File: src/rtl/fetch_sequencer_if.sv
// fetch_sequencer_if: fetch-stage bundle (PC register, imem req/gnt/rvalid, decode buffer, redirect/trap)
// master: the fetch sequencer; slave: its environment (PC register, memory, decode, trap unit).
interface fetch_sequencer_if;
  logic [31:0] current_pc;
  logic [31:0] next_pc;
  logic imem_req;
  logic [31:0] imem_addr;
  logic imem_gnt;
  logic imem_rvalid;
  logic [31:0] imem_rdata;
  logic inst_valid;
  logic [31:0] inst_data;
  logic [31:0] inst_pc;
  logic inst_ready;
  logic redirect_valid;
  logic [31:0] redirect_pc;
  logic trap_valid;
  logic [31:0] trap_pc;
  logic fetch_misalign;
  modport master(
    input current_pc, imem_gnt, imem_rvalid, imem_rdata, inst_ready,
    input redirect_valid, redirect_pc, trap_valid, trap_pc,
    output next_pc, imem_req, imem_addr, inst_valid, inst_data, inst_pc, fetch_misalign
  );
  modport slave(
    output current_pc, imem_gnt, imem_rvalid, imem_rdata, inst_ready,
    output redirect_valid, redirect_pc, trap_valid, trap_pc,
    input next_pc, imem_req, imem_addr, inst_valid, inst_data, inst_pc, fetch_misalign
  );
endinterface

File: src/rtl/fetch_sequencer.sv
// fetch_sequencer: next-PC arbitration (trap > redirect > PC+PC_INC > hold) and single-outstanding fetch with a one-entry decode buffer
// Ports: clk, rst (async, active-high), bus (fetch_sequencer_if.master).
// Optional: MISALIGN_TRAP_EN makes misaligned redirects not taken and pulses fetch_misalign.
module fetch_sequencer #(
  parameter logic [31:0] RESET_PC = 32'h8000_0000,
  parameter logic [31:0] PC_INC = 32'd4
) (
  input logic clk,
  input logic rst,
  fetch_sequencer_if.master bus
);
  typedef enum logic [1:0] {REQ, WAIT_RSP, HOLD, KILL} state_t;
  state_t state, state_nx;
  logic flush, take, misalign;
  logic [31:0] redir_pc;
  assign flush = bus.trap_valid | bus.redirect_valid;
`ifdef MISALIGN_TRAP_EN
  assign misalign = bus.redirect_valid & ~bus.trap_valid & (|bus.redirect_pc[1:0]);
  assign redir_pc = bus.redirect_pc;
`else
  logic unused_pc_lsb;
  assign unused_pc_lsb = ^bus.redirect_pc[1:0];
  assign misalign = 1'b0;
  assign redir_pc = {bus.redirect_pc[31:2], 2'b00};
`endif
  assign take = (state == WAIT_RSP) & bus.imem_rvalid & ~flush;
  assign bus.imem_req = (state == REQ) & ~flush;
  assign bus.imem_addr = bus.current_pc;
  assign bus.inst_valid = (state == HOLD);
  always_comb begin
    bus.next_pc = bus.trap_valid ? bus.trap_pc :
                  bus.redirect_valid ? (misalign ? bus.current_pc : redir_pc) :
                  ((state == HOLD) & bus.inst_ready) ? bus.current_pc + PC_INC :
                  bus.current_pc;
  end
  always_comb begin
    state_nx = state;
    case (state)
      REQ: state_nx = (~flush & bus.imem_gnt) ? WAIT_RSP : REQ;
      WAIT_RSP: state_nx = bus.imem_rvalid ? (flush ? REQ : HOLD) : (flush ? KILL : WAIT_RSP);
      HOLD: state_nx = (flush | bus.inst_ready) ? REQ : HOLD;
      KILL: state_nx = bus.imem_rvalid ? REQ : KILL;
      default: state_nx = REQ;
    endcase
  end
  always_ff @(posedge clk or posedge rst) begin
    if (rst) begin
      state <= REQ;
      bus.inst_data <= '0;
      bus.inst_pc <= RESET_PC;
      bus.fetch_misalign <= 1'b0;
    end else begin
      state <= state_nx;
      bus.fetch_misalign <= misalign;
      if (take) begin
        bus.inst_data <= bus.imem_rdata;
        bus.inst_pc <= bus.current_pc;
      end
    end
  end
endmodule

File: src/flat_wrapper.sv
// flat-port wrapper written by rule: the top's interface ports become plain ports
module fetch_sequencer_flat 
#(
  parameter logic [31:0] RESET_PC = 32'h8000_0000,
  parameter logic [31:0] PC_INC = 32'd4
)
  (clk, rst, bus_current_pc, bus_imem_gnt, bus_imem_rvalid, bus_imem_rdata, bus_inst_ready, bus_redirect_valid, bus_redirect_pc, bus_trap_valid, bus_trap_pc, bus_next_pc, bus_imem_req, bus_imem_addr, bus_inst_valid, bus_inst_data, bus_inst_pc, bus_fetch_misalign);
  fetch_sequencer_if bus_i ();
  input logic clk;
  input logic rst;
  input wire logic [$bits(bus_i.current_pc)-1:0] bus_current_pc;
  input wire logic [$bits(bus_i.imem_gnt)-1:0] bus_imem_gnt;
  input wire logic [$bits(bus_i.imem_rvalid)-1:0] bus_imem_rvalid;
  input wire logic [$bits(bus_i.imem_rdata)-1:0] bus_imem_rdata;
  input wire logic [$bits(bus_i.inst_ready)-1:0] bus_inst_ready;
  input wire logic [$bits(bus_i.redirect_valid)-1:0] bus_redirect_valid;
  input wire logic [$bits(bus_i.redirect_pc)-1:0] bus_redirect_pc;
  input wire logic [$bits(bus_i.trap_valid)-1:0] bus_trap_valid;
  input wire logic [$bits(bus_i.trap_pc)-1:0] bus_trap_pc;
  output wire logic [$bits(bus_i.next_pc)-1:0] bus_next_pc;
  output wire logic [$bits(bus_i.imem_req)-1:0] bus_imem_req;
  output wire logic [$bits(bus_i.imem_addr)-1:0] bus_imem_addr;
  output wire logic [$bits(bus_i.inst_valid)-1:0] bus_inst_valid;
  output wire logic [$bits(bus_i.inst_data)-1:0] bus_inst_data;
  output wire logic [$bits(bus_i.inst_pc)-1:0] bus_inst_pc;
  output wire logic [$bits(bus_i.fetch_misalign)-1:0] bus_fetch_misalign;
  assign bus_i.current_pc = bus_current_pc;
  assign bus_i.imem_gnt = bus_imem_gnt;
  assign bus_i.imem_rvalid = bus_imem_rvalid;
  assign bus_i.imem_rdata = bus_imem_rdata;
  assign bus_i.inst_ready = bus_inst_ready;
  assign bus_i.redirect_valid = bus_redirect_valid;
  assign bus_i.redirect_pc = bus_redirect_pc;
  assign bus_i.trap_valid = bus_trap_valid;
  assign bus_i.trap_pc = bus_trap_pc;
  assign bus_next_pc = bus_i.next_pc;
  assign bus_imem_req = bus_i.imem_req;
  assign bus_imem_addr = bus_i.imem_addr;
  assign bus_inst_valid = bus_i.inst_valid;
  assign bus_inst_data = bus_i.inst_data;
  assign bus_inst_pc = bus_i.inst_pc;
  assign bus_fetch_misalign = bus_i.fetch_misalign;
  fetch_sequencer #(.RESET_PC(RESET_PC), .PC_INC(PC_INC)) u_core (.clk(clk), .rst(rst), .bus(bus_i));
endmodule
File: config.mk
export PLATFORM = sky130hd
export DESIGN_NAME = fetch_sequencer_flat
export DESIGN_NICKNAME = d
export VERILOG_FILES = /design/src/rtl/fetch_sequencer_if.sv /design/src/rtl/fetch_sequencer.sv /design/src/flat_wrapper.sv
export SDC_FILE = /design/constraint.sdc
export NUM_CORES = 1
export LEC_CHECK = 0
export ABC_AREA = 1
export BUFFER_PORTS_ARGS = -buffer_cell sky130_fd_sc_hd__buf_2
export CORE_MARGIN = 2
export CORE_UTILIZATION = 35
export CTS_CLUSTER_DIAMETER = 30
export DETAILED_ROUTE_END_ITERATION = 7
export PLACE_DENSITY = 0.71
export RECOVER_POWER = 50
export SLEW_MARGIN = 20
export SYNTH_ARGS = -nofsm -noshare
export SYNTH_HDL_FRONTEND = slang
export SYNTH_SLANG_ARGS = --single-unit
File: constraint.sdc
create_clock -name clk -period 6.5 [get_ports clk]
set_input_delay 1.3 -clock clk [delete_from_list [all_inputs] [get_ports clk]]
set_output_delay 1.3 -clock clk [all_outputs]
set_load 0.03 [all_outputs]
Word level (Yosys, flattened, before mapping)
Cells that the tools add are included.
Cells by class
  equal/unequal tests: 3
  shifts and indexed selects: 0
  mux-type cells: 10
  div/mod/pow operators: 0
  bitwise gates (word level): 8
  add/sub/neg operators: 1
  reductions and logical operators: 1
  magnitude comparators: 0
  multiply operators: 0
Operators by type and width (number)
  two-way mux 32 bit: 3
  adder 32 x 3 -> 32 bit (second input constant): 1
  two-way mux 2 bit: 5
  case mux 2 bit (4 select lines): 1
  bitwise AND 1 bit: 5
  equality test 2 bit (second input constant): 2
  equality test 2 x 1 -> 1 bit (second input constant): 1
  zero test 2 bit: 1
  OR 1 bit: 2
  two-way mux 1 bit: 1
  inverter 1 bit: 1
Storage, ports and cells
  word-level logic and storage cells: 26
  output and inout bits: 131
  bits in read-only memories: 0
  flip-flop bits (word level): 66
  memories kept: 0
  bits in writable memories: 0
  bits in latches: 0
  input port bits: 135

Longest topological paths before layout
Gate-level depths: netlist of run 1.
  word-level depth: 5
  mapped depth: 9

Worst setup path after synthesis of run 1
No wires, ideal clock.
  path type: input -> output
  start: input port bus_current_pc[2]
  end: output port bus_next_pc[30]
  arrival: 2619 ps
  stages on the path: 9
  path buffers: 0
  path slack: 2581 ps
  required time: 5200 ps
  path through: ha_1 inv_1 nor2_1 nand2_2 nor2_4 nand3_2 nand2_1 nand2_1 o21bai_1
On the way
  cells in the longest elaborated chain, start to end: 4
Ends and longest elaborated chain
  from (decl): RTL line flat_wrapper.sv:11  | input wire logic [$bits(bus_i.current_pc)-1:0] bus_current_pc;
  adder 32 x 3 -> 32 bit: RTL line fetch_sequencer.sv:33  | ((state == HOLD) & bus.inst_ready) ? bus.current_pc + PC_INC :
  two-way mux 32 bit: RTL line fetch_sequencer.sv:33
  two-way mux 32 bit: RTL line fetch_sequencer.sv:32  | bus.redirect_valid ? (misalign ? bus.current_pc : redir_pc) :
  two-way mux 32 bit: RTL line fetch_sequencer.sv:31  | bus.next_pc = bus.trap_valid ? bus.trap_pc :
  to (decl): RTL line flat_wrapper.sv:20  | output wire logic [$bits(bus_i.next_pc)-1:0] bus_next_pc;
Every way passes these cells.

Worst setup path in the final report of run 1
  start: input port bus_trap_valid
  end: output port bus_next_pc[7]
On the way
  cells in the longest elaborated chain, start to end: 1
Ends and longest elaborated chain
  from (decl): RTL line flat_wrapper.sv:18  | input wire logic [$bits(bus_i.trap_valid)-1:0] bus_trap_valid;
  two-way mux 32 bit: RTL line fetch_sequencer.sv:31
Every way passes these cells.

==> results of run 1 <==
## cells in the final DEF, fill, tap and decap left out, types with 2 or more instances in the layout
master	n
o21ai_1	16
clkinv_4	2
buf_2	197
nand4_1	9
nand3_2	3
nor2_2	4
nor3_1	3
nand2_2	3
inv_1	51
inv_2	2
buf_4	2
nand2_1	140
nor2_1	31
nor2_4	4
xor2_1	2
clkbuf_16	9
o21bai_1	4
bufinv_16	2
mux2_1	33
o21ai_0	32
nand3_1	85
dfrtp_1	65
clkinv_1	2
o211ai_1	2
clkbuf_1	66
a21oi_1	5
## worst max-delay path, stage by stage
cell	delay [ns]
buf_2	0.12
buf_4	0.35
clkinv_1	0.92
nand3_1	0.29
nand2_1	0.10
o21bai_1	0.16
buf_2	0.20
## sequential cells by signal, summed over array words and instances, names as in the netlist
name	flops
u_core.bus.inst_data	32
u_core.bus.inst_pc	32
u_core.state	2
## cell type report
type / instances / area (µm²) / share of cell area (%)
clock buffers: 10 / 239.0 / 4.226
well taps: 147 / 183.9 / 3.252
multi-input cells: 383 / 2034 / 35.97
inverters: 55 / 206.4 / 3.650
repair buffers: 265 / 1249 / 22.08
clock inverters: 6 / 90.09 / 1.593
flip-flops and latches: 66 / 1653 / 29.23
## cell families (layout without fill, tap and decap cells)
group                      Yosys count  count (layout)  synth area share, %
AOI/OAI and AO/OA                   60              60                7.540
xor gates and xnor gates             2               2               0.4140
adders and majority gates            1               1               0.2956
buffers and inverters              111             336                13.07
DFF                                 66              66                39.06
muxes                               33              33                8.782
other                                1               1              0.08862
and+or+nand+nor                    286             286                30.75
## power by group
part	total [mW]	switching, mW	internal (mW)
Combinational	0.674	0.500	0.174
Sequential	0.598	0.0619	0.536
Clock	0.538	0.191	0.347
## per-stage QoR
stage	power (mW)	worst slack [ns]	hold WS, ns	utilization (%)
after CTS	1.858	1.717	0.4835	48.19
after floorplan	1.077	2.581	0.5477	-
after global routing	1.903	1.321	0.5036	47.48
final	1.810	1.744	0.4816	47.48
after detailed placement	1.316	1.722	0.4684	45.43
after global placement	1.304	1.754	0.4617	45.43
## per-layer routing
layer  wire (µm)  global-route usage [%]  up-vias
met3        1090                   3.029       17
met5           0                       0        -
met2        6996                   38.69      211
li1            -                       -     2250
met4         212                   8.130        0
met1        6081                   26.88     2066
## path summary, 6_finish.rpt
kind,start,to,slack (ns),depth (start not counted)
setup reg to reg,u_core.state[1]$_DFF_PP0_,u_core.bus.inst_data[12]$_DFFE_PP0P_,4.39,4
min in group asynchronous,rst,u_core.bus.inst_data[18]$_DFFE_PP0P_,2.36,3
hold / removal,u_core.bus.inst_pc[10]$_DFFE_PP0P_,u_core.bus.inst_pc[10]$_DFFE_PP0P_,0.48,2
setup / recovery,bus_trap_valid,bus_next_pc[7],1.74,7
hold reg to reg,u_core.bus.inst_pc[10]$_DFFE_PP0P_,u_core.bus.inst_pc[10]$_DFFE_PP0P_,0.48,2
max in group asynchronous,rst,u_core.bus.inst_data[28]$_DFFE_PP0P_,2.13,3
==> results summary, run 1 <==
The run finished, with violations left. The final reports fail on capacitance limit, slew limit. After detailed routing, the average wire length per cell comes to 15.43 µm.

The measured slew at the worst slew-check pin came out at 3.597 ns. The all-layer global routing usage is a little over a fifth. The worst path arrival time came out at approximately 3.5 ns. Summed over all instances, the cell type with the most area after synthesis is dfrtp_1. Max-cap violations in this run came to 1. The leakage dissipation is about 3 nW. Setup repair after global routing left no endpoint under its margin.

TritonCTS built the clock tree. The diode insertion count for antenna repair is 0. Clock tree synthesis selected as its root buffer the cell clkbuf_16. The routed wire length came out at 14380 µm. The wire length of the first global-routing pass is 21560 µm. The fraction of the cycle the final worst path needs came out at between 70% and 80%. The width of the die is around 110 µm. The leading cell type by number of instances after synthesis is nand2_1. The count of final hold-check violations is 0. The headroom to the max-slew limit came out at -139.8%. The sort of element at the start of the critical path is an input pin.

The number of nets in the synthesized netlist came out at 696. The count of nets left with antenna violations once routing finished came out at 0. The synthesized area came out at between 4000 and 5000 µm². From bottom edge to top edge, the die measures 114.0 µm. The non-filler instance count after layout is a little over 900.

The number of nets in the layout came out at between 900 and 1000. Along the worst path, the maximum fanout reaches 33. The share of the Yosys chip area taken by registers is approximately 39%. The mean number of vias per cell is ~4.9. The layout overhead on the synthesized area came out at 33.65%. The top cell type by area accounts for about two fifths of the synthesized area.

The clock period could shrink to ~4.8 ns. The kind of end point of the critical path is a primary output. In the synthesized netlist the dominant register cell turns out to be dfrtp_1. In the routed design, unresolved DRC markers number 0. The commonest cells after synthesis are 140 x nand2_1, 85 x nand3_1, 65 x dfrtp_1.

For this design, the sink count on the clock tree is 66. The cell count after synthesis came out at between 500 and 600. The initial antenna violation count is 0. The number of storage elements in the synthesis netlist came out at 66.

The via count of the first global-routing pass is ~4200. The peak ir drop on the vdd network is between 0.0001 and 0.00015 V. Including well taps, the total number of placed cells is ~900. The first-iteration detailed-routing DRC count is approximately 280. The largest net degree at the start of global routing came out at 70. The die covers 12990 µm². During synthesis, Yosys emitted a total of 0 warnings.

After floorplanning, the core was sized to cover 11910 µm². Counting flops with a built-in enable in the synthesized netlist gives 0. The aggregate global routing overflow is 0. The hold-fix buffer count after cts is 0. The insertion delay of the later-clocked pin in the worst-skew pair is around 0.34 ns. Across all layers, the routed design uses between 4000 and 5000 vias. The initial core utilization is a little over a third.

The worst clock skew is between 0.007 and 0.008 ns. Detailed placement ended at an HPWL of approximately 11000 µm. The ratio of total power to cell area is between 300 and 400 nW/µm². The number of different library cells in the post-synthesis netlist came out at 31. The upper clock frequency limit came out at 210.3 MHz. The class of the worst hold path is reg2reg. The layout cell share with drive strength beyond 1 came out at between 20% and 30%.

In this run the tool buffered the top-level ports with 262 buffer cells. The critical path in this run is classified as in2out. The count of fill cells added during filler insertion came out at 1272. In this run the number of H-tree levels came out at 3. The final setup violation count is 0.

The clock transition at the registers of the reported paths is 0.06 ns. The max-slew violation count is 67. The final weighted congestion in routability-driven placement is between 0.8 and 0.9.

The floorplan has 40 rows. In this run the post-CTS setup repair buffer count came out at 0. Each instance of the synthesized netlist takes up on average between 7 and 8 µm².

TritonCTS created 9 clock buffers. The cell area after layout is 5655 µm². The clock tree buffer depth came out at 2. The share of flip-flops with an asynchronous set or reset after synthesis is 100.0%. Once placement finished, the instance area stood at between 5000 and 6000 µm².

The count of TritonRoute iterations in the first routing pass came out at 4. The number of gates resized after cts came out at 0. For this design the top-level I/O count stands at around 270.

For the worst setup path, the data required time is 5.20 ns. Ranked by total cell area, the synthesized netlist is headed by dfrtp_1 38%, nand2_1 12%, nand3_1 10%, mux2_1 8.8%, buf_4 5.9%. The final sum of negative setup slack came out at 0 ns.
Note: power is estimated with default switching activity, not from simulation.
==> run 2, diff against run 1 <==
--- a/config.mk
+++ b/config.mk
@@ -5,13 +5,13 @@
 export SDC_FILE = /design/constraint.sdc
 export NUM_CORES = 1
 export LEC_CHECK = 0
-export ABC_AREA = 1
+export ABC_AREA = 0
 export BUFFER_PORTS_ARGS = -buffer_cell sky130_fd_sc_hd__buf_2
 export CORE_MARGIN = 2
 export CORE_UTILIZATION = 35
 export CTS_CLUSTER_DIAMETER = 30
 export DETAILED_ROUTE_END_ITERATION = 7
-export PLACE_DENSITY = 0.71
+export PLACE_DENSITY = 0.72
 export RECOVER_POWER = 50
 export SLEW_MARGIN = 20
 export SYNTH_ARGS = -nofsm -noshare
==> constraint.sdc (replaced) <==
create_clock -name clk -period 4.6 [get_ports clk]
set_input_delay 0.92 -clock clk [delete_from_list [all_inputs] [get_ports clk]]
set_output_delay 0.92 -clock clk [all_outputs]
set_load 0.03 [all_outputs]
==> run 2 against run 1 <==
  * The run still ends with capacitance limit, slew limit left
  * Via count is 15% lower
  * Global-route usage is 1.3 points lower
  * Sequential share of layout area is 1.1 points higher
  * Critical path depth is 1 lower
  * Die area is 5.5% lower
  * Non-clock buffer count is 2 higher
  * Clock power is 47% higher
  * Worst setup slack worse by 1.1 ns
  * Synthesized area is 5.6% lower
  * Register-to-register slack worse by 2.0 ns
  * Final cell count is 19% lower
==> results summary, run 2 <==
The routed wirelength normalized by instance count is 16.67 µm (+8.1%). Setup repair after global routing left no endpoint under its margin. The worst clock skew was 0.006228 ns (-0.0009308 ns). The required time of the worst setup path is 3.68 ns (-1.52 ns). The layout cell share with drive strength beyond 1 is 46.25% (+16 points).

The number of different library cells in the post-synthesis netlist is 47 (+52%). Ranked by instance count, the synthesized netlist is headed by 65 x dfrtp_1, 57 x mux2_2, 33 x buf_4. The number of nets in the synthesized netlist was 521 (-25%).

The insertion delay of the later-clocked pin in the worst-skew pair is 0.32 ns (-0.02 ns). The number of port buffers is 262 (unchanged). The number of warnings issued by yosys is 0 (unchanged). The largest registers in the layout are u_core.bus.inst_data (32), u_core.bus.inst_pc (32), u_core.state (2). The met2 track utilization from global routing is 35.71% (-3.0 points). The critical register-to-register path endpoint is u_core.bus.inst_data[15]$_DFFE_PP0P_. The first-iteration detailed-routing DRC count came out at 208 (-25%). The worst path arrival time came to 3.00 ns (-0.46 ns). The number of remaining DRC errors is 0 (unchanged). The cell area after layout is 5449 µm² (-3.7%). The switching part of the total power came out at 39.18% (-2.4 points). The sequential element share of the synthesized area is 41.40% (+2.3 points). The library cell used most frequently in the layout, excluding fill and tap cells, is buf_2. The all-layer global routing usage came out at 20.50% (-1.3 points).

The clock transition at the registers of the reported paths came out at 0.06 ns (about the same). The wire length of the first global-routing pass came out at 20150 µm (-6.6%). STA classifies the critical path startpoint as an input pin. The final weighted congestion in routability-driven placement is 0.8865 (+1.2%). The number of gates resized after cts came to 0 (unchanged). The final reports fail on capacitance limit, slew limit.

The number of nets with antenna violations after detailed routing is 0 (unchanged). The max-capacitance violation count came out at 1 (unchanged). The final hold slack is 0.4968 ns (+0.01514 ns). The number of enable flip-flop cells after synthesis came to 0 (unchanged).

The initial antenna violation count was 0 (unchanged). The run finished, with violations left. The final sum of negative setup slack is 0 ns (unchanged). The chip height is 110.8 µm (-2.8%). The fraction of power consumed by the clock network is 30.4% (+0.7 points).

The number of nets in the layout is 745 (-19%). The half-perimeter wire length after placement is 9683 µm (-12%). The met3 usage in global routing came out at 4.811% (+1.8 points). The cell depth of the worst flop-to-flop path was 3 (-1).

The leakage dissipation was 2.595 nW (-12%). The internal cell power is 1.579 mW (+49%). The area of the die came to 12280 µm² (-5.5%). The total design power is 2.597 mW (+43%). The reg2reg setup slack came out at 2.42 ns (-1.97 ns). The row count came out at 39 (-2.5%). In the post-synthesis netlist, the biggest area contributors are dfrtp_1 41%, mux2_2 16%, buf_4 6.2%, xnor2_1 3.7%, nand2_1 3.0%.

The overall via count from detail_route is 3849 (-15%). The number of H-tree levels is 3 (unchanged). The number of clock sinks seen by CTS came to 66 (unchanged). The ratio of total power to cell area is 476.6 nW/µm² (+49%). The max-slew violation count is 35 (-48%).

For hold timing, the worst endpoint is u_core.bus.inst_data[18]$_DFFE_PP0P_. The highest net fanout along the worst path came out at 24 (-27%). The net switching component of the power came out at 1.017 mW (+35%). The startpoint identified for the worst register-to-register timing path is u_core.state[1]$_DFF_PP0_.

The post-layout worst setup margin is 0.6757 ns (-1.069 ns). In this run the most used layer during global routing was met2. The combinational fraction of design power came to 37.0% (-0.3 points). The via count of the first global-routing pass is 3838 (-9.1%). The clock tree buffer depth came out at 2 (unchanged). For this run, the leading register cell type out of synthesis is dfrtp_1.

The final setup violation count came out at 0 (unchanged). The headroom to the max-slew limit is -25.36% (+110 points). The mean number of vias per cell is 5.085 (+4.3%).

The area fraction of the dominant cell type after synthesis is 40.74% (+2.3 points). The class of the worst hold path is reg2reg. The placement-stage cell area came out at 5189 µm² (-4.1%). The mean area per synthesized cell came out at 10.37 µm² (+37%). STA classifies the critical path endpoint as a primary output. The final critical path takes up between 80 and 90% of the cycle.

The width of the die is 110.8 µm (-2.8%). The standard cell core area is 11270 µm² (-5.4%). In the post-synthesis netlist, the cell with the most instances is dfrtp_1. The share of flip-flops with an asynchronous set or reset after synthesis came out at 100.0% (unchanged). TritonCTS built the clock tree.

The worst hold path begins at u_core.bus.inst_data[18]$_DFFE_PP0P_. The number of storage elements in the synthesis netlist is 66 (unchanged). The placement-stage worst setup slack is 0.7261 ns (-0.9958 ns). The peak ir drop on the vdd network came out at 0.0002984 V (+170%). The routed wire length is 12620 µm (-12%). CTS placed an instance of clkbuf_16 at the clock tree root. The diode insertion count for antenna repair came to 0 (unchanged).

In the layout the commonest cells are 198 x buf_2, 66 x clkbuf_1, 65 x dfrtp_1. The cell count after synthesis is 385 (-31%). The clock period minus worst slack came out at a little under 4 ns. The layout overhead on the synthesized area came out at 36.48%. The measured slew at the worst slew-check pin is 1.880 ns (-1.717 ns). The upper clock frequency limit is ~250 MHz. The count of TritonRoute iterations in the first routing pass is 4 (unchanged). The hold-fix buffer count after cts came out at 0 (unchanged). The fraction of met1 tracks used by global routing was 25.59% (-1.3 points). The aggregate global routing overflow came out at 0 (unchanged). The count of fill cells added during filler insertion came out at 1082 (-15%). The synthesized area is 3993 µm² (-5.6%). The number of buffers added for setup after CTS is 0 (unchanged). The number of I/O pins came out at 266 (unchanged). The part of the total power dissipated in sequential elements came to 32.6% (-0.4 points). The total CTS buffers came to 9 (unchanged). The cell type with the highest aggregate area in the netlist is dfrtp_1. The largest net degree at the start of global routing is 66 (-5.7%). The worst setup path is of the in2out kind. The initial core utilization came to 35.42% (-0.11 points).

The count of final hold-check violations is 0 (unchanged). The worst hold path cell count came out at 1 (-1).
-- run 2: cell count changes after synthesis, sizes merged, moves of 5 or more --
cell,change
inv,-52
nor3,+12
nor4,+7
mux2,+31
a22oi,+15
o22ai,+5
nor2,-31
nand3,-80
o21ai,-27
xnor2,+17
nand2,-111
-- run 2: layout make-up --
type / instances / area [µm²] / area share (%)
repair buffers: 267 / 1265 / 23.21
clock buffers: 10 / 229.0 / 4.202
clock inverters: 6 / 115.1 / 2.113
flip-flops and latches: 66 / 1653 / 30.33
multi-input cells: 262 / 1997 / 36.65
well taps: 143 / 178.9 / 3.284
inverters: 3 / 11.26 / 0.2067
-- run 2: worst max-delay path by stage --
stage                       to               start  slack, ns  cells after the start
6_report       bus_next_pc[27]  bus_redirect_valid       0.68                      6
5_1_grt        bus_next_pc[27]  bus_redirect_valid       0.51                      6
4_1_cts        bus_next_pc[20]   bus_current_pc[2]       0.73                      8
3_5_place_dp   bus_next_pc[20]   bus_current_pc[2]       0.73                      8
3_3_place_gp   bus_next_pc[20]   bus_current_pc[2]       0.77                      8
2_1_floorplan  bus_next_pc[30]   bus_current_pc[2]       1.06                      7
-- run 2: logic make-up (layout without fill, tap and decap cells) --
| kind of cell | count (synthesis) | after routing | synth area share, % |
|---|---|---|---|
| AOI/OAI and AO/OA | 59 | 59 | 9.308 |
| muxes | 68 | 68 | 19.05 |
| adders and majority gates | 1 | 1 | 0.3133 |
| DFF | 66 | 66 | 41.40 |
| buffers and inverters | 57 | 286 | 8.900 |
| and+or+nand+nor | 110 | 110 | 15.89 |
| other | 1 | 1 | 0.09392 |
| xor gates and xnor gates | 23 | 23 | 5.045 |
-- run 2: worst max-delay path: stages --
cell      delay (ns)
clkbuf_1        0.93
or2_0           0.33
buf_4           0.26
nor3_1          0.08
or3_1           0.29
buf_2           0.19
-- run 2: power groups by stage --
stage	logic [mW]	clock network (mW)	registers [mW]
after floorplan	0.333	0	1.20
after global placement	1.01	0	0.840
after detailed placement	1.02	0	0.849
after CTS	1.02	0.814	0.843
after global routing	1.02	0.845	0.869
final	0.960	0.790	0.847
-- run 2: per-layer routing --
layer	share of wire, %	vias up
met2	51	169
met4	0.89	0
met1	42	1850
met3	6.7	9
li1	-	1821
met5	0	-
-- run 2: metrics by stage --
step | cells | util (%)
final | 757 | 48.34
after global routing | 757 | 48.34
after CTS | 757 | 49.08
after detailed placement | 741 | 46.03
after global placement | 741 | 46.03
after floorplan | 385 | -
==> run 3, diff against run 2 <==
--- a/config.mk
+++ b/config.mk
@@ -8,10 +8,10 @@
 export ABC_AREA = 0
 export BUFFER_PORTS_ARGS = -buffer_cell sky130_fd_sc_hd__buf_2
 export CORE_MARGIN = 2
-export CORE_UTILIZATION = 35
+export CORE_UTILIZATION = 36
 export CTS_CLUSTER_DIAMETER = 30
 export DETAILED_ROUTE_END_ITERATION = 7
-export PLACE_DENSITY = 0.72
+export PLACE_DENSITY = 0.76
 export RECOVER_POWER = 50
 export SLEW_MARGIN = 20
 export SYNTH_ARGS = -nofsm -noshare
==> constraint.sdc (replaced) <==
create_clock -name clk -period 3.6 [get_ports clk]
set_input_delay 0.72 -clock clk [delete_from_list [all_inputs] [get_ports clk]]
set_output_delay 0.72 -clock clk [all_outputs]
set_load 0.03 [all_outputs]
==> run 3 against run 2 <==
  * The run now ends clean
  * Non-clock buffer count rose by 8
  * Sequential power increased by 28%
  * Sequential share of layout area is 0.32 points higher
  * Critical path depth grew 2
  * Worst setup slack lost 0.47 ns
  * Clock skew rose by 0.0033 ns
  * Highest routed layer unchanged
==> results summary, run 3 (synthesis gave the netlist of run 2 again) <==
The flow ran to the end, and the final reports show no timing, DRC or antenna violations. The chip height was 109.3 µm (-1.3%). The mean number of vias per cell is 5.138 (+1.0%).

The clock tree buffer depth is 2 (unchanged). The leakage dissipation is 2.587 nW (-0.33%). The all-layer global routing usage is 21.32% (+0.82 points). The max-capacitance violation count is 0 (-1). The worst path arrival time came out at 2.68 ns (-0.32 ns).

The largest net degree at the start of global routing was 44 (-33%). The wire length of the first global-routing pass came out at 19200 µm (-4.7%). The switching part of the total power came out at 42.74% (+3.6 points).

The count of TritonRoute iterations in the first routing pass is 4 (unchanged). The insertion delay of the later-clocked pin in the worst-skew pair is 0.35 ns (+0.03 ns). The total CTS buffers was 9 (unchanged). The ratio of total power to cell area came out at 561.4 nW/µm² (+18%).

The number of clock sinks seen by CTS came out at 66 (unchanged). The initial antenna violation count was 0 (unchanged). The row count was 38 (-2.6%).

The number of port buffers is 262 (unchanged). The number of I/O pins came out at 266 (unchanged). The standard cell core area was 10840 µm² (-3.8%). The required time of the worst setup path is 2.88 ns (-0.80 ns). The routed wire length came out at 13070 µm (+3.6%). The half-perimeter wire length after placement is 10260 µm (+6.0%). The count of final hold-check violations came out at 0 (unchanged). The routed wirelength normalized by instance count came out at 17.16 µm (+2.9%). The measured slew at the worst slew-check pin is 1.299 ns (-0.5818 ns). The diode insertion count for antenna repair is 0 (unchanged). The peak ir drop on the vdd network came to 0.0003168 V (+6.2%). Leaving out fill and tap cells, the most frequent cell in the layout is buf_2. The total design power is 3.027 mW (+17%).

The number of nets in the layout is 753 (+1.1%). The fraction of power consumed by the clock network is 23.4% (-7.0 points). The highest net fanout along the worst path came out at 10 (-58%). The count of fill cells added during filler insertion came to 1046 (-3.3%). The final sum of negative setup slack came out at 0 ns (unchanged). The overall via count from detail_route is 3915 (+1.7%). The combinational fraction of design power came out at 40.8% (+3.8 points). The headroom to the max-slew limit is 13.33% (+39 points). The first-iteration detailed-routing DRC count came to 199 (-4.3%).

The width of the die is 109.3 µm (-1.3%). The area of the die was 11950 µm² (-2.7%). The clock transition at the registers of the reported paths is 0.08 ns (+0.02 ns). The number of remaining DRC errors came out at 0 (unchanged).

The number of gates resized after cts came out at 0 (unchanged). The end-of-flow core utilization is 49.75% (+1.4 points). The layout cell share with drive strength beyond 1 is 47.11% (+0.85 points).

The largest registers in the layout are u_core.bus.inst_data (32), u_core.bus.inst_pc (32), u_core.state (2). The number of buffers added for setup after CTS was 0 (unchanged). In the layout the commonest cells are 198 x buf_2, 65 x clkbuf_1, 65 x dfrtp_1.

The aggregate global routing overflow is 0 (unchanged). The kind of end point of the critical path is a primary output. The final setup violation count came out at 0 (unchanged). Setup repair after global routing left no endpoint under its margin. The number of H-tree levels is 3 (unchanged). The slowest stage of the critical path belongs to the cell or4b_2. The part of the total power dissipated in sequential elements is 35.8% (+3.2 points).

The via count of the first global-routing pass came out at 3758 (-2.1%). The max-slew violation count came to 0 (-100%). Timing would allow up to approximately 290 MHz.

The worst path needs between 3 and 4 ns of the cycle, external delays included. The worst clock skew is 0.009529 ns (+0.003300 ns). The classification of the worst setup path is in2out. The worst hold path cell count came out at 2 (+1). TritonCTS built the clock tree. The cell depth of the worst flop-to-flop path came out at 4 (+1).

The min-delay analysis places its worst path in the category reg2reg. STA classifies the critical path startpoint as an input pin. The number of nets with antenna violations after detailed routing is 0 (unchanged). The fraction of the cycle the final worst path needs is between 90 and 100%.

Walking the worst path, the cells encountered are buf_2, ha_1, nand4b_4, or3_1, nor3_1, or4b_2, nand3_1, buf_2. The final weighted congestion in routability-driven placement is 0.7845 (-12%). The cell seen most often among critical-path stages is buf_2. The net switching component of the power is 1.294 mW (+27%).

The hold-fix buffer count after cts is 0 (unchanged). The internal cell power came to 1.733 mW (+9.7%). The initial core utilization is 36.83% (+1.4 points). The highest cell delay on the worst timing path is 0.63 ns (-0.30 ns).

The clock root buffer master is clkbuf_8. The layout overhead on the synthesized area is 35.07%.
## run 3: cell count changes in the layout (fill, tap and decap cells not counted), sizes merged
cell / delta
buf: +8
bufinv: -1
clkinv: +1
## run 3: critical path: cells and delay by family
kind                     cells  cell delay [ns]
AND/OR/NAND/NOR              5             1.43
adder cells (fa/ha/maj)      1             0.22
buffers and inverters        2             0.30
## run 3: final timing paths
check | start | end | slack, ns
worst max-delay path | bus_current_pc[2] | bus_next_pc[20] | 0.20
worst min-delay path | u_core.bus.inst_pc[9]$_DFFE_PP0P_ | u_core.bus.inst_pc[9]$_DFFE_PP0P_ | 0.49
worst max register to register | u_core.state[1]$_DFF_PP0_ | u_core.bus.inst_data[3]$_DFFE_PP0P_ | 1.70
worst min register to register | u_core.bus.inst_pc[9]$_DFFE_PP0P_ | u_core.bus.inst_pc[9]$_DFFE_PP0P_ | 0.49
max in group asynchronous | rst | u_core.bus.inst_pc[22]$_DFFE_PP0P_ | 1.37
min in group asynchronous | rst | u_core.state[1]$_DFF_PP0_ | 0.74
## run 3: final cells by class
| type | count | area [µm²] | area share [%] |
|---|---|---|---|
| clock inverter | 6 | 90.09 | 1.671 |
| clock buffer | 10 | 127.6 | 2.367 |
| timing repair buffer | 275 | 1339 | 24.83 |
| tap | 140 | 175.2 | 3.248 |
| inverter | 3 | 11.26 | 0.2088 |
| multi-input combinational | 262 | 1997 | 37.03 |
| sequential | 66 | 1653 | 30.65 |
## run 3: power groups by stage
stage	Clock (mW)	Sequential [mW]	Combinational (mW)
floorplan	0	1.53	0.426
global placement	0	1.08	1.29
detailed placement	0	1.09	1.31
CTS	0.728	1.08	1.31
global route	0.758	1.11	1.31
finish	0.708	1.08	1.24
## run 3: per-layer routing
layer	share of wire [%]	vias to the layer above	routed length [µm]	track usage, %
met4	1.4	0	179	7.052
met3	7.8	13	1015	4.268
met5	0	-	0	0
met2	51	188	6718	38.29
li1	-	1832	-	-
met1	39	1882	5160	25.45
## run 3: metrics by stage
stage | cells | area [µm²] | hold WS (ns) | setup WS, ns
5_1_grt | 762 | 5393 | 0.5152 | 0.1016
3_5_place_dp | 746 | 5258 | 0.4788 | 0.2180
2_1_floorplan | 385 | 3993 | 0.5903 | 0.4574
4_1_cts | 762 | 5475 | 0.4972 | 0.1953
3_3_place_gp | 746 | 5258 | 0.4726 | 0.2035
6_report | 762 | 5393 | 0.4929 | 0.2049
